==> config.mk <==
export PLATFORM = sky130hd
export DESIGN_NAME = sdram_ctrl_x16
export DESIGN_NICKNAME = d
export VERILOG_FILES = /design/src/rtl/sdram_ctrl_x16.sv
export SDC_FILE = /design/constraint.sdc
export NUM_CORES = 1
export LEC_CHECK = 0
export ABC_CLOCK_PERIOD_IN_PS = 3300
export BUFFER_PORTS_ARGS = -buffer_cell sky130_fd_sc_hd__clkbuf_2
export CELL_PAD_IN_SITES_DETAIL_PLACEMENT = 0
export CELL_PAD_IN_SITES_GLOBAL_PLACEMENT = 2
export CORE_MARGIN = 2
export CORE_UTILIZATION = 31
export DETAILED_ROUTE_END_ITERATION = 16
export GPL_ROUTABILITY_DRIVEN = 0
export PLACE_DENSITY = 0.85
export SKIP_CTS_REPAIR_TIMING = 1
export SLEW_MARGIN = 25
export SYNTH_ARGS = -nofsm -noshare
export SYNTH_HDL_FRONTEND = slang
export SYNTH_SLANG_ARGS = --single-unit
==> constraint.sdc <==
create_clock -name clk -period 3.3 [get_ports clk]
set_input_delay 0.66 -clock clk [delete_from_list [all_inputs] [get_ports clk]]
set_output_delay 0.66 -clock clk [all_outputs]
set_load 0.05 [all_outputs]
==> src/rtl/sdram_ctrl_x16.sv <==
// rtl/sdram_ctrl_x16.sv - closed-page x16 SDR SDRAM controller behind a 32-bit req/ack/valid port
// Each host word is one burst-of-2 access with auto-precharge; auto-refresh is interleaved.
module sdram_ctrl_x16 #(
  parameter int INIT_WAIT      = 19200,
  parameter int T_RP           = 2,
  parameter int T_RCD          = 2,
  parameter int T_RC           = 7,
  parameter int T_WR           = 2,
  parameter int CAS_LATENCY    = 2,
  parameter int REFRESH_PERIOD = 750
) (
  input  logic        clk,
  input  logic        reset_n,
  input  logic [22:0] sdram_addr,
  input  logic [31:0] sdram_data,
  input  logic        sdram_we,
  input  logic        sdram_req,
  output logic        sdram_ack,
  output logic        sdram_valid,
  output logic [31:0] sdram_q,
  output logic        init_done,
  output logic        sd_cke,
  output logic        sd_cs_n,
  output logic        sd_ras_n,
  output logic        sd_cas_n,
  output logic        sd_we_n,
  output logic [1:0]  sd_ba,
  output logic [12:0] sd_a,
  output logic [1:0]  sd_dqm,
  input  logic [15:0] sd_dq_i,
  output logic [15:0] sd_dq_o,
  output logic        sd_dq_oe
);
  localparam int CW     = 16;
  localparam int WR_END = T_RCD + 1 + T_WR + T_RP;
  localparam int TURN_A = (T_RC > WR_END) ? T_RC : WR_END;
  localparam int RD_END = T_RCD + CAS_LATENCY + 2;
  localparam int TURN   = (TURN_A > RD_END) ? TURN_A : RD_END;

  localparam logic [CW-1:0] INIT_LAST = CW'(INIT_WAIT - 1);
  localparam logic [CW-1:0] RP_LAST   = CW'(T_RP - 1);
  localparam logic [CW-1:0] RC_LAST   = CW'(T_RC - 1);
  localparam logic [CW-1:0] RCD_LAST  = CW'(T_RCD - 1);
  localparam logic [CW-1:0] WR_BEAT1  = CW'(T_RCD);
  localparam logic [CW-1:0] RD_CAP    = CW'(RD_END - 1);
  localparam logic [CW-1:0] ACC_LAST  = CW'(TURN - 1);
  localparam logic [CW-1:0] REF_LAST  = CW'(REFRESH_PERIOD - 1);

  // {cs_n, ras_n, cas_n, we_n}
  localparam logic [3:0] CMD_DESEL = 4'b1111;
  localparam logic [3:0] CMD_NOP   = 4'b0111;
  localparam logic [3:0] CMD_ACT   = 4'b0011;
  localparam logic [3:0] CMD_READ  = 4'b0101;
  localparam logic [3:0] CMD_WRITE = 4'b0100;
  localparam logic [3:0] CMD_PRE   = 4'b0010;
  localparam logic [3:0] CMD_REF   = 4'b0001;
  localparam logic [3:0] CMD_MRS   = 4'b0000;

  localparam logic [12:0] MODE_WORD = {3'b000, 1'b0, 2'b00, 3'(CAS_LATENCY), 1'b0, 3'b001};

  typedef enum logic [2:0] {
    S_INIT_WAIT, S_INIT_PRE, S_INIT_REF1, S_INIT_REF2,
    S_INIT_MODE, S_IDLE, S_REFRESH, S_ACCESS
  } state_t;

  state_t        state_q, state_d;
  logic [CW-1:0] cnt_q, cnt_d, ref_cnt_q, ref_cnt_d;
  logic          ref_pend_q, ref_pend_d;
  logic          cke_q, cke_d;
  logic [3:0]    cmd_q, cmd_d;
  logic [1:0]    ba_q, ba_d, dqm_q, dqm_d;
  logic [12:0]   a_q, a_d;
  logic [15:0]   dq_o_q, dq_o_d, dq_in_q;
  logic          dq_oe_q, dq_oe_d, ack_q, ack_d, valid_q, valid_d, init_done_q, init_done_d;
  logic [31:0]   q_q, q_d, data_q, data_d;
  logic [1:0]    lat_ba_q, lat_ba_d;
  logic [7:0]    lat_col_q, lat_col_d;
  logic          we_q, we_d;
  logic          ref_term, refresh_due, dispatch;

  assign ref_term    = init_done_q && (ref_cnt_q == REF_LAST);
  assign refresh_due = ref_pend_q || ref_term;

  always_comb begin
    state_d     = state_q;
    cnt_d       = cnt_q + 1'b1;
    cke_d       = cke_q;
    cmd_d       = CMD_NOP;
    ba_d        = ba_q;
    a_d         = a_q;
    dqm_d       = dqm_q;
    dq_o_d      = 16'h0000;
    dq_oe_d     = 1'b0;
    ack_d       = 1'b0;
    valid_d     = 1'b0;
    q_d         = q_q;
    init_done_d = init_done_q;
    lat_ba_d    = lat_ba_q;
    lat_col_d   = lat_col_q;
    data_d      = data_q;
    we_d        = we_q;
    dispatch    = 1'b0;
    ref_cnt_d   = init_done_q ? (ref_term ? '0 : ref_cnt_q + 1'b1) : '0;

    case (state_q)
      S_INIT_WAIT: begin
        cke_d = 1'b1;
        if (cnt_q == INIT_LAST) begin
          cmd_d   = CMD_PRE;
          a_d     = 13'h0400;
          state_d = S_INIT_PRE;
          cnt_d   = '0;
        end
      end
      S_INIT_PRE: if (cnt_q == RP_LAST) begin
        cmd_d   = CMD_REF;
        state_d = S_INIT_REF1;
        cnt_d   = '0;
      end
      S_INIT_REF1: if (cnt_q == RC_LAST) begin
        cmd_d   = CMD_REF;
        state_d = S_INIT_REF2;
        cnt_d   = '0;
      end
      S_INIT_REF2: if (cnt_q == RC_LAST) begin
        cmd_d   = CMD_MRS;
        ba_d    = 2'b00;
        a_d     = MODE_WORD;
        state_d = S_INIT_MODE;
        cnt_d   = '0;
      end
      S_INIT_MODE: if (cnt_q == CW'(1)) begin
        state_d     = S_IDLE;
        init_done_d = 1'b1;
        dqm_d       = 2'b00;
        cnt_d       = '0;
      end
      S_IDLE:    dispatch = 1'b1;
      S_REFRESH: dispatch = (cnt_q == RC_LAST);
      S_ACCESS: begin
        if (cnt_q == RCD_LAST) begin
          cmd_d = we_q ? CMD_WRITE : CMD_READ;
          ba_d  = lat_ba_q;
          a_d   = {2'b00, 1'b1, 1'b0, lat_col_q, 1'b0};
          if (we_q) begin
            dq_oe_d = 1'b1;
            dq_o_d  = data_q[15:0];
          end
        end
        if (we_q && cnt_q == WR_BEAT1) begin
          dq_oe_d = 1'b1;
          dq_o_d  = data_q[31:16];
        end
        // beat0 already sits in dq_in_q; beat1 is still on the pins this cycle
        if (!we_q && cnt_q == RD_CAP) begin
          q_d     = {sd_dq_i, dq_in_q};
          valid_d = 1'b1;
        end
        dispatch = (cnt_q == ACC_LAST);
      end
      default: begin
        state_d = init_done_q ? S_IDLE : S_INIT_WAIT;
        cnt_d   = '0;
      end
    endcase

    // refresh outranks a host request, including one arriving on the terminal count
    if (dispatch) begin
      cnt_d = '0;
      if (refresh_due) begin
        cmd_d   = CMD_REF;
        state_d = S_REFRESH;
      end else if (sdram_req) begin
        cmd_d     = CMD_ACT;
        ba_d      = sdram_addr[22:21];
        a_d       = sdram_addr[20:8];
        ack_d     = 1'b1;
        lat_ba_d  = sdram_addr[22:21];
        lat_col_d = sdram_addr[7:0];
        data_d    = sdram_data;
        we_d      = sdram_we;
        state_d   = S_ACCESS;
      end else begin
        state_d = S_IDLE;
      end
    end

    ref_pend_d = refresh_due && !(dispatch && refresh_due);
  end

  always_ff @(posedge clk) begin
    if (!reset_n) begin
      state_q     <= S_INIT_WAIT;
      cnt_q       <= '0;
      ref_cnt_q   <= '0;
      ref_pend_q  <= 1'b0;
      cke_q       <= 1'b0;
      cmd_q       <= CMD_DESEL;
      ba_q        <= 2'b00;
      a_q         <= 13'h0000;
      dqm_q       <= 2'b11;
      dq_o_q      <= 16'h0000;
      dq_oe_q     <= 1'b0;
      dq_in_q     <= 16'h0000;
      ack_q       <= 1'b0;
      valid_q     <= 1'b0;
      q_q         <= 32'h0;
      init_done_q <= 1'b0;
      lat_ba_q    <= 2'b00;
      lat_col_q   <= 8'h00;
      data_q      <= 32'h0;
      we_q        <= 1'b0;
    end else begin
      state_q     <= state_d;
      cnt_q       <= cnt_d;
      ref_cnt_q   <= ref_cnt_d;
      ref_pend_q  <= ref_pend_d;
      cke_q       <= cke_d;
      cmd_q       <= cmd_d;
      ba_q        <= ba_d;
      a_q         <= a_d;
      dqm_q       <= dqm_d;
      dq_o_q      <= dq_o_d;
      dq_oe_q     <= dq_oe_d;
      dq_in_q     <= sd_dq_i;
      ack_q       <= ack_d;
      valid_q     <= valid_d;
      q_q         <= q_d;
      init_done_q <= init_done_d;
      lat_ba_q    <= lat_ba_d;
      lat_col_q   <= lat_col_d;
      data_q      <= data_d;
      we_q        <= we_d;
    end
  end

  assign sdram_ack   = ack_q;
  assign sdram_valid = valid_q;
  assign sdram_q     = q_q;
  assign init_done   = init_done_q;
  assign sd_cke      = cke_q;
  assign {sd_cs_n, sd_ras_n, sd_cas_n, sd_we_n} = cmd_q;
  assign sd_ba       = ba_q;
  assign sd_a        = a_q;
  assign sd_dqm      = dqm_q;
  assign sd_dq_o     = dq_o_q;
  assign sd_dq_oe    = dq_oe_q;
endmodule

After elaboration in Yosys (flattened, before gate mapping)
Index checks and enable logic that the tools add are counted.
{ "word_totals": {"ff_bits": 169, "in_bits": 75, "out_inout_bits": 74, "elab_cells": 110} }
{ "classes": {"add_sub_neg": 2, "n_eq_ne": 18, "n_mux": 45, "n_bitwise": 4, "n_reduce_logical": 21} }
{ "op_table": {"columns": ["operator", "n"], "rows": [
  ["two-way mux 16 bit", 6],
  ["two-way mux 13 bit", 6],
  ["case mux 16 bit (3 select lines)", 1],
  ["case mux 13 bit (3 select lines)", 1],
  ["adder 16 x 1 -> 16 bit (second input constant)", 2],
  ["equality test 16 x 3 -> 1 bit (second input constant)", 2],
  ["two-way mux 3 bit", 10],
  ["case mux 3 bit (5 select lines)", 2],
  ["equality test 16 x 1 -> 1 bit (second input constant)", 1],
  ["equality test 16 x 10 -> 1 bit (second input constant)", 1],
  ["equality test 16 x 15 -> 1 bit (second input constant)", 1],
  ["equality test 16 x 2 -> 1 bit (second input constant)", 1],
  ["two-way mux 2 bit", 8],
  ["inequality test 3 bit (second input constant)", 5],
  ["equality test 3 bit (second input constant)", 4],
  ["two-way mux 4 bit", 3],
  ["OR reduction 2 bit", 4],
  ["equality test 3 x 2 -> 1 bit (second input constant)", 2],
  ["two-way mux 1 bit", 6],
  ["AND reduction 2 bit", 3],
  ["AND reduction 6 bit", 1],
  ["nonzero test 6 bit", 1],
  ["OR reduction 3 bit", 2],
  ["logical AND 1 bit", 5],
  ["8 further kinds", 12]
]} }

Depth between registers and ports, before layout
Gate-level depths: netlist of the first run.
{ "depth": {"word_depth": 6, "ltp_mapped": 10, "mapped_depth_nobuf": 7} }

Worst setup path after synthesis of the first run
OpenSTA, ideal clock, no wires.
{ "synth_path": {"kind": "register to register", "start": "register init_done_q (netlist: init_done)", "end": "register a_q[10] (netlist: sd_a[10])", "setup_time_ps": 151, "t_arrival_ps": 2540, "required_time_ps": 3149, "path_slack_ps": 609, "path_stages_with_launch": 8, "path_buffers": 2, "period_less_slack_ps": 2691, "path_cell_list": "dfxtp_1 or4b_2 or4_1 and2_1 clkbuf_1 nand2_1 buf_2 a311oi_1"} }
{ "synth_via": {"elab_chain_len": 4} }
{ "synth_rtl": {"columns": ["element", "line_no", "source"], "rows": [
  ["start: declaration", "74", "logic dq_oe_q, dq_oe_d, ack_q, ack_d, valid_q, valid_d, init_done_q, init_done_d;"],
  ["start signal: assignment", "229", "init_done_q <= init_done_d;"],
  ["logical AND 1 bit", "81", "assign ref_term = init_done_q && (ref_cnt_q == REF_LAST);"],
  ["logical OR 1 bit", "82", "assign refresh_due = ref_pend_q || ref_term;"],
  ["two-way mux 13 bit", "170", "if (refresh_due) begin"],
  ["two-way mux 13 bit", "168", "if (dispatch) begin"],
  ["end signal: assignment", "200", "a_q <= 13'h0000;"],
  ["end signal: assignment", "221", "a_q <= a_d;"],
  ["end: declaration", "72", "logic [12:0] a_q, a_d;"]
]} }
No other way between the ends.
A chain may end at the register's enable or synchronous reset.

Worst setup path after layout of the first run
{ "layout_path": {"start": "register ref_cnt_q[0]", "end": "register ba_q[1] (netlist: sd_ba[1])"} }
{ "layout_via": {"elab_chain_len": 5} }
{ "layout_rtl": {"columns": ["element", "line_no", "source"], "rows": [
  ["start: declaration", "67", "logic [CW-1:0] cnt_q, cnt_d, ref_cnt_q, ref_cnt_d;"],
  ["start signal: assignment", "216", "ref_cnt_q <= ref_cnt_d;"],
  ["equality test 16 x 10 -> 1 bit", "81", null],
  ["logical AND 1 bit", "81", null],
  ["logical OR 1 bit", "82", null],
  ["two-way mux 2 bit", "170", null],
  ["two-way mux 2 bit", "168", null],
  ["end signal: assignment", "199", "ba_q <= 2'b00;"],
  ["end signal: assignment", "220", "ba_q <= ba_d;"],
  ["end: declaration", "71", "logic [1:0] ba_q, ba_d, dqm_q, dqm_d;"]
]} }
No other way between the ends.

==> impl_metrics.env, run 1 <==
export IMPL_fin_worst_skew_ns=0.01121
export IMPL_cp_required_ns=3.63
export IMPL_ys_seq_area_share_pct=50.82
export IMPL_ant_nets=0
export IMPL_path_clk_slew_ns=0.07
export IMPL_fmax_mhz=363.8
export IMPL_port_buffers=148
export IMPL_grt_start_max_net_pins=46
export IMPL_nFillCells=2179
export IMPL_synthTopCellsByCount="dfxtp_1 (168), nand2_1 (127), a21oi_1 (96), nand3_1 (66), o21ai_0 (51)"
export IMPL_worst_pin_slew_ns=0.9396
export IMPL_r2r_start="ref_cnt_q[0]$_SDFF_PP0_"
export IMPL_firstDrtPassIters=4
export IMPL_critPathMaxStageDelay_ns=0.61
export IMPL_critical_path_startpoint="ref_cnt_q[0]$_SDFF_PP0_"
export IMPL_antenna_found_initial=0
export IMPL_fp_dieW_um=150.1
export IMPL_gr_total_overflow=0
export IMPL_num_rows=53
export IMPL_clkSinkCount=168
export IMPL_cts_path_max_buffers=2
export IMPL_status="finished, final reports clean"
export IMPL_layout_min_cycle_time_ns=2.749
export IMPL_yosysWarnings=0
export IMPL_hold_viol_final=0
export IMPL_syn_cell_area_mm2=0.006618
export IMPL_numCtsBuffers=17
export IMPL_syn_to_final_growth_pct=24.39
export IMPL_hold_start="dq_in_q[8]$_SDFF_PN0_"
export IMPL_postSynthAreaPerCell_um2=8.398
export IMPL_synth_fp_nets=868
export IMPL_synth_top_area_share_pct=50.82
export IMPL_insertion_delay_ns=0.43
export IMPL_cp_end_kind="register"
export IMPL_crit_slowest_cell="or4_1"
export IMPL_critPathMaxFanout=37
export IMPL_synth_top_cells_by_area="dfxtp_1 (51%), a21oi_1 (7.3%), nand2_1 (7.2%)"
export IMPL_setup_violations=0
export IMPL_fp_dieArea_mm2=0.02253
export IMPL_path_buf_inv=1
export IMPL_power_leakage_uw=0.003047
export IMPL_dr_first_iter_drc_count=335
export IMPL_ys_flop_type="dfxtp_1"
export IMPL_post_synth_top_count_cell="dfxtp_1"
export IMPL_syn_inst=788
export IMPL_initial_utilization_pct=31.58
export IMPL_start_kind="register"
export IMPL_die_y_um=150.1
export IMPL_nNetsFinal=992
export IMPL_diodes=0
export IMPL_final_util_pct=39.28
export IMPL_crit_chain="ha_1 > or4bb_1 > or4_1 > nand2_1 > buf_12 > nor3_1 > a311oi_1"
export IMPL_finalMaxSlewViolations=0
export IMPL_cts_tree="done"
export IMPL_synth_cell_types=47
export IMPL_max_cap_viol_count=0
export IMPL_grt_pass1_vias=5666
export IMPL_synth_edf_count=0
export IMPL_timing_final_crit_share_pct=83.29
export IMPL_drt_wl_total_mm=18.40
export IMPL_path_delay_family="simple AND/OR/NAND/NOR gates"
export IMPL_grt_total_usage_pct=16.83
export IMPL_fin_setup_tns_ns=0
export IMPL_cp_depth=7
export IMPL_max_slew_margin_pct=37.12
export IMPL_num_io_pins=149
export IMPL_worstHoldPathCells=2
export IMPL_rsz0062_at_grt="false"
export IMPL_hpwl_mm=12.31
export IMPL_coreArea_mm2=0.02096
export IMPL_vdd_drop_max_mv=0.2556
export IMPL_htree_levels=4
export IMPL_drc=0
export IMPL_hold_class="register to register"
export IMPL_grt_pass1_wl_mm=29.71
export IMPL_route_vias_total=5816
export IMPL_drive_above_1_share_pct=23.35
export IMPL_root_buffer="clkbuf_16"
export IMPL_synthArstFlopShare_pct=0
export IMPL_via_per_inst=4.847
export IMPL_routedWlPerCell_um=15.34
export IMPL_cellPowerDensity_mw_per_mm2=531.7
export IMPL_rr_worst_depth=7
export IMPL_yosysTopAreaCell="dfxtp_1"
export IMPL_worstPathArrival_ns=3.07
export IMPL_path_class="register to register"
export IMPL_synth_seq_cells=168
==> flip-flops by register name, indices dropped and copies added (netlist names) <==
name	cells
state_q	3
lat_col_q	8
cnt_q	16
sd_dqm	1
lat_ba_q	2
sdram_valid	1
sd_cke	1
sd_dq_o	16
init_done	1
ref_pend_q	1
sd_a	13
sd_ba	2
ref_cnt_q	16
sdram_q	32
cmd_q	4
dq_in_q	16
sdram_ack	1
data_q	32
we_q	1
sd_dq_oe	1
==> metrics by stage <==
stage	total power (uW)	std cells	hold WS [ns]	setup slack (ns)	instance area, um2
floorplan	2222	788	0.4218	0.6091	6618
global placement	2325	1168	0.4249	0.6196	7611
detailed placement	2322	1168	0.4288	0.5654	7611
CTS	4427	1200	0.4309	0.5446	8232
global route	4543	1200	0.4263	0.3289	8232
finish	4377	1200	0.4381	0.5513	8232
==> cell usage in the layout, fill, tap and decap left out, types with 3 or more instances in the layout <==
cell       instances
a21oi_1           96
a22oi_1            3
a311oi_1          10
and2_1            19
and3_1             5
buf_4             19
bufinv_16          3
clkbuf_16         17
clkbuf_2         148
dfxtp_1          168
ha_1               5
inv_1             12
inv_6              6
nand2_1          127
nand3_1           66
nand3b_1           3
nand4_1            3
nor2_1            42
nor3_1            20
nor4_1            11
o21a_1             4
o21ai_0           50
o22ai_1            4
or3_1              7
or4_1              7
or4b_2             5
or4bb_1            3
xnor2_1           14
xor2_1            13
==> logic make-up (layout without fill, tap and decap cells) <==
kind of cell               after synthesis  count (layout)  share of synthesized area, %
DFF                                    168             168                         50.82
muxes                                    1               1                        0.1513
buffers and inverters                   76             213                         4.840
xor gates and xnor gates                27              27                         3.574
and+or+nand+nor                        332             332                         24.37
adders and majority gates                5               5                        0.9454
AOI/OAI and AO/OA                      179             179                         15.30
==> per-layer routing <==
layer | track usage [%] | vias up | share of wire (%)
li1 | - | 2971 | -
met1 | 23.17 | 2687 | 48
met2 | 25.98 | 133 | 45
met3 | 4.000 | 25 | 4.6
met4 | 5.472 | 0 | 1.8
met5 | 0 | - | 0
==> where the power goes <==
| group | internal [uW] | switching (uW) |
|---|---|---|
| Clock | 1230 | 870 |
| Combinational | 77.6 | 132 |
| Sequential | 2050 | 18.2 |
| Total | 3360 | 1020 |
==> path summary, 6_finish.rpt <==
path	slack, ns	end
worst min register to register	0.44	sdram_q[8]$_SDFFE_PN0P_
worst max-delay path	0.55	sd_ba[1]$_SDFF_PN0_
worst max register to register	0.55	sd_ba[1]$_SDFF_PN0_
worst min-delay path	0.44	sdram_q[8]$_SDFFE_PN0P_
==> worst reg2reg max path, stage by stage, from the launching register on <==
cell      delay (ns)
dfxtp_1         0.42
ha_1            0.18
or4bb_1         0.41
or4_1           0.61
nand2_1         0.42
buf_12          0.26
nor3_1          0.08
a311oi_1        0.28
==> final cells by class <==
class / instances / area, um2 / area share (%)
flip-flops and latches: 168 / 3363 / 40.86
multi-input cells: 544 / 2952 / 35.86
repair buffers: 168 / 903.4 / 10.97
clock buffers: 18 / 439.2 / 5.335
well taps: 275 / 344.1 / 4.180
clock inverters: 14 / 181.4 / 2.204
inverters: 13 / 48.80 / 0.5928
No activity file was read; power rests on OpenSTA's default activity.
==> inputs of run 2 (changes only) <==
ABC_CLOCK_PERIOD_IN_PS = 2800   (was 3300)
clock period = 2.8 ns   (was 3.3 ns; I/O delays follow)
==> run 2 against run 1 <==
Non-clock buffer count up 13. Worst setup slack worse by 0.42 ns. Sequential power up 17%. Clock skew is 0.0023 ns higher. Largest power group is now sequential cells. Via count increased by 1.4%. Die area is the same. Final area grew 1.4%. Largest cell class unchanged.
==> impl_metrics.env, run 2 (same netlist as run 1, synthesis figures left out) <==
export IMPL_grt_start_max_net_pins=58
export IMPL_finalMaxSlewViolations=0
export IMPL_path_class="register to register"
export IMPL_power_leakage_uw=0.003096
export IMPL_insertion_delay_ns=0.43
export IMPL_final_cell_mix="dfxtp_1 (168), clkbuf_2 (148), nand2_1 (127)"
export IMPL_gr_total_overflow=0
export IMPL_die_y_um=150.1
export IMPL_ant_nets=0
export IMPL_hold_start="sdram_data[7]"
export IMPL_num_io_pins=149
export IMPL_fmax_mhz=374.6
export IMPL_dr_first_iter_drc_count=348
export IMPL_clkSinkCount=168
export IMPL_routedWlPerCell_um=15.29
export IMPL_grt_pass1_vias=5560
export IMPL_layout_min_cycle_time_ns=2.669
export IMPL_coreArea_mm2=0.02096
export IMPL_rr_worst_depth=7
export IMPL_route_vias_total=5896
export IMPL_timing_final_crit_share_pct=95.33
export IMPL_crit_chain="ha_1 > or4b_2 > or4_4 > or3_1 > buf_4 > nand3_1 > a311oi_1"
export IMPL_numCtsBuffers=17
export IMPL_reg2reg_slack_ns=0.13
export IMPL_worst_pin_slew_ns=0.8549
export IMPL_crit_slowest_cell="or4b_2"
export IMPL_fp_dieArea_mm2=0.02253
export IMPL_fp_dieW_um=150.1
export IMPL_root_buffer="clkbuf_16"
export IMPL_hold_class="input port to register"
export IMPL_cp_required_ns=3.08
export IMPL_rr_endpoint="sd_a[2]$_SDFF_PN0_"
export IMPL_start_kind="register"
export IMPL_place_inst=1181
export IMPL_layout_cells_non_filler=1213
export IMPL_cellPowerDensity_mw_per_mm2=604.8
export IMPL_vdd_drop_max_mv=0.2915
export IMPL_fin_worst_skew_ns=0.01346
export IMPL_cp_end_kind="register"
export IMPL_drc=0
export IMPL_cts_tree="done"
export IMPL_num_rows=53
export IMPL_max_cap_viol_count=0
export IMPL_critPathMaxFanout=12
export IMPL_path_delay_family="simple AND/OR/NAND/NOR gates"
export IMPL_diodes=0
export IMPL_status="finished, final reports clean"
export IMPL_path_buf_inv=1
export IMPL_cp_depth=7
export IMPL_max_slew_margin_pct=43.01
export IMPL_hpwl_mm=12.54
export IMPL_critPathMaxStageDelay_ns=0.62
export IMPL_cp_endpoint="sd_a[2]$_SDFF_PN0_"
export IMPL_fin_setup_tns_ns=0
export IMPL_worstPathArrival_ns=2.95
export IMPL_initial_utilization_pct=31.58
export IMPL_critical_path_startpoint="cnt_q[1]$_SDFF_PP0_"
export IMPL_final_common_cell="dfxtp_1"
export IMPL_via_per_inst=4.861
export IMPL_syn_to_final_growth_pct=26.07
export IMPL_r2r_start="cnt_q[1]$_SDFF_PP0_"
export IMPL_setup_violations=0
export IMPL_antenna_found_initial=0
export IMPL_nFillCells=2186
export IMPL_path_clk_slew_ns=0.08
export IMPL_rsz0062_at_grt="false"
export IMPL_firstDrtPassIters=4
export IMPL_grt_total_usage_pct=16.51
export IMPL_cts_path_max_buffers=2
export IMPL_drt_wl_total_mm=18.54
export IMPL_hold_viol_final=0
export IMPL_port_buffers=148
export IMPL_drive_above_1_share_pct=24.52
export IMPL_grt_pass1_wl_mm=29.24
export IMPL_htree_levels=4
export IMPL_nNetsFinal=1005
==> run 2: changes by cell type in the layout (fill, tap and decap cells not counted), sizes merged <==
cell	change
buf	+13
clkbuf	-1
bufinv	-2
inv	-1
clkinvlp	+4
==> run 2: how the worst min path moves through the flow <==
| stage | endpoint | slack (ns) | cells after the start |
|---|---|---|---|
| after floorplan | sdram_q[0]$_SDFFE_PN0P_ | 0.42 | 2 |
| after global placement | sdram_q[8]$_SDFFE_PN0P_ | 0.42 | 2 |
| after detailed placement | sdram_q[13]$_SDFFE_PN0P_ | 0.43 | 2 |
| after CTS | dq_in_q[6]$_SDFF_PN0_ | 0.33 | 2 |
| after global routing | data_q[3]$_SDFFE_PN0P_ | 0.34 | 3 |
| final | data_q[7]$_SDFFE_PN0P_ | 0.35 | 3 |
==> run 2: final cells by class <==
cell class | instances | area (um2) | share of cell area (%)
Multi-Input combinational cell | 544 | 2958 | 35.45
Tap cell | 275 | 344.1 | 4.124
Sequential cell | 168 | 3363 | 40.31
Timing Repair Buffer | 181 | 1039 | 12.45
Clock inverter | 15 | 165.2 | 1.980
Clock buffer | 17 | 425.4 | 5.099
Inverter | 13 | 48.80 | 0.5849
==> run 2: where the power goes <==
part / internal, uW / switching (uW) / total (uW)
Combinational: 110 / 170 / 280
Sequential: 2410 / 11.2 / 2420
Clock: 1260 / 1080 / 2340
==> run 2: worst register-to-register path: stages, from the launching register on <==
cell,delay (ns)
dfxtp_1,0.39
ha_1,0.21
or4b_2,0.63
or4_4,0.48
or3_1,0.40
buf_4,0.22
nand3_1,0.09
a311oi_1,0.11
==> run 2: metal layers <==
metal	vias to the layer above	GRT usage [%]	wire length (um)
li1	2995	-	-
met2	113	26.44	8753
met4	0	5.236	222
met5	-	0	0
met3	14	4.000	813
met1	2774	21.96	8752
==> run 2: through the flow <==
step	hold slack [ns]	worst slack (ns)	util [%]	instance area [um2]	total power, uW
6_report	0.3536	0.1308	39.81	8343	5046
5_1_grt	0.3378	0.03944	39.81	8343	5242
4_1_cts	0.3332	0.1570	39.78	8337	5114
3_5_place_dp	0.4278	0.1750	36.97	7746	2756
3_3_place_gp	0.4246	0.2125	36.97	7746	2759
2_1_floorplan	0.4218	0.1091	-	6618	2619
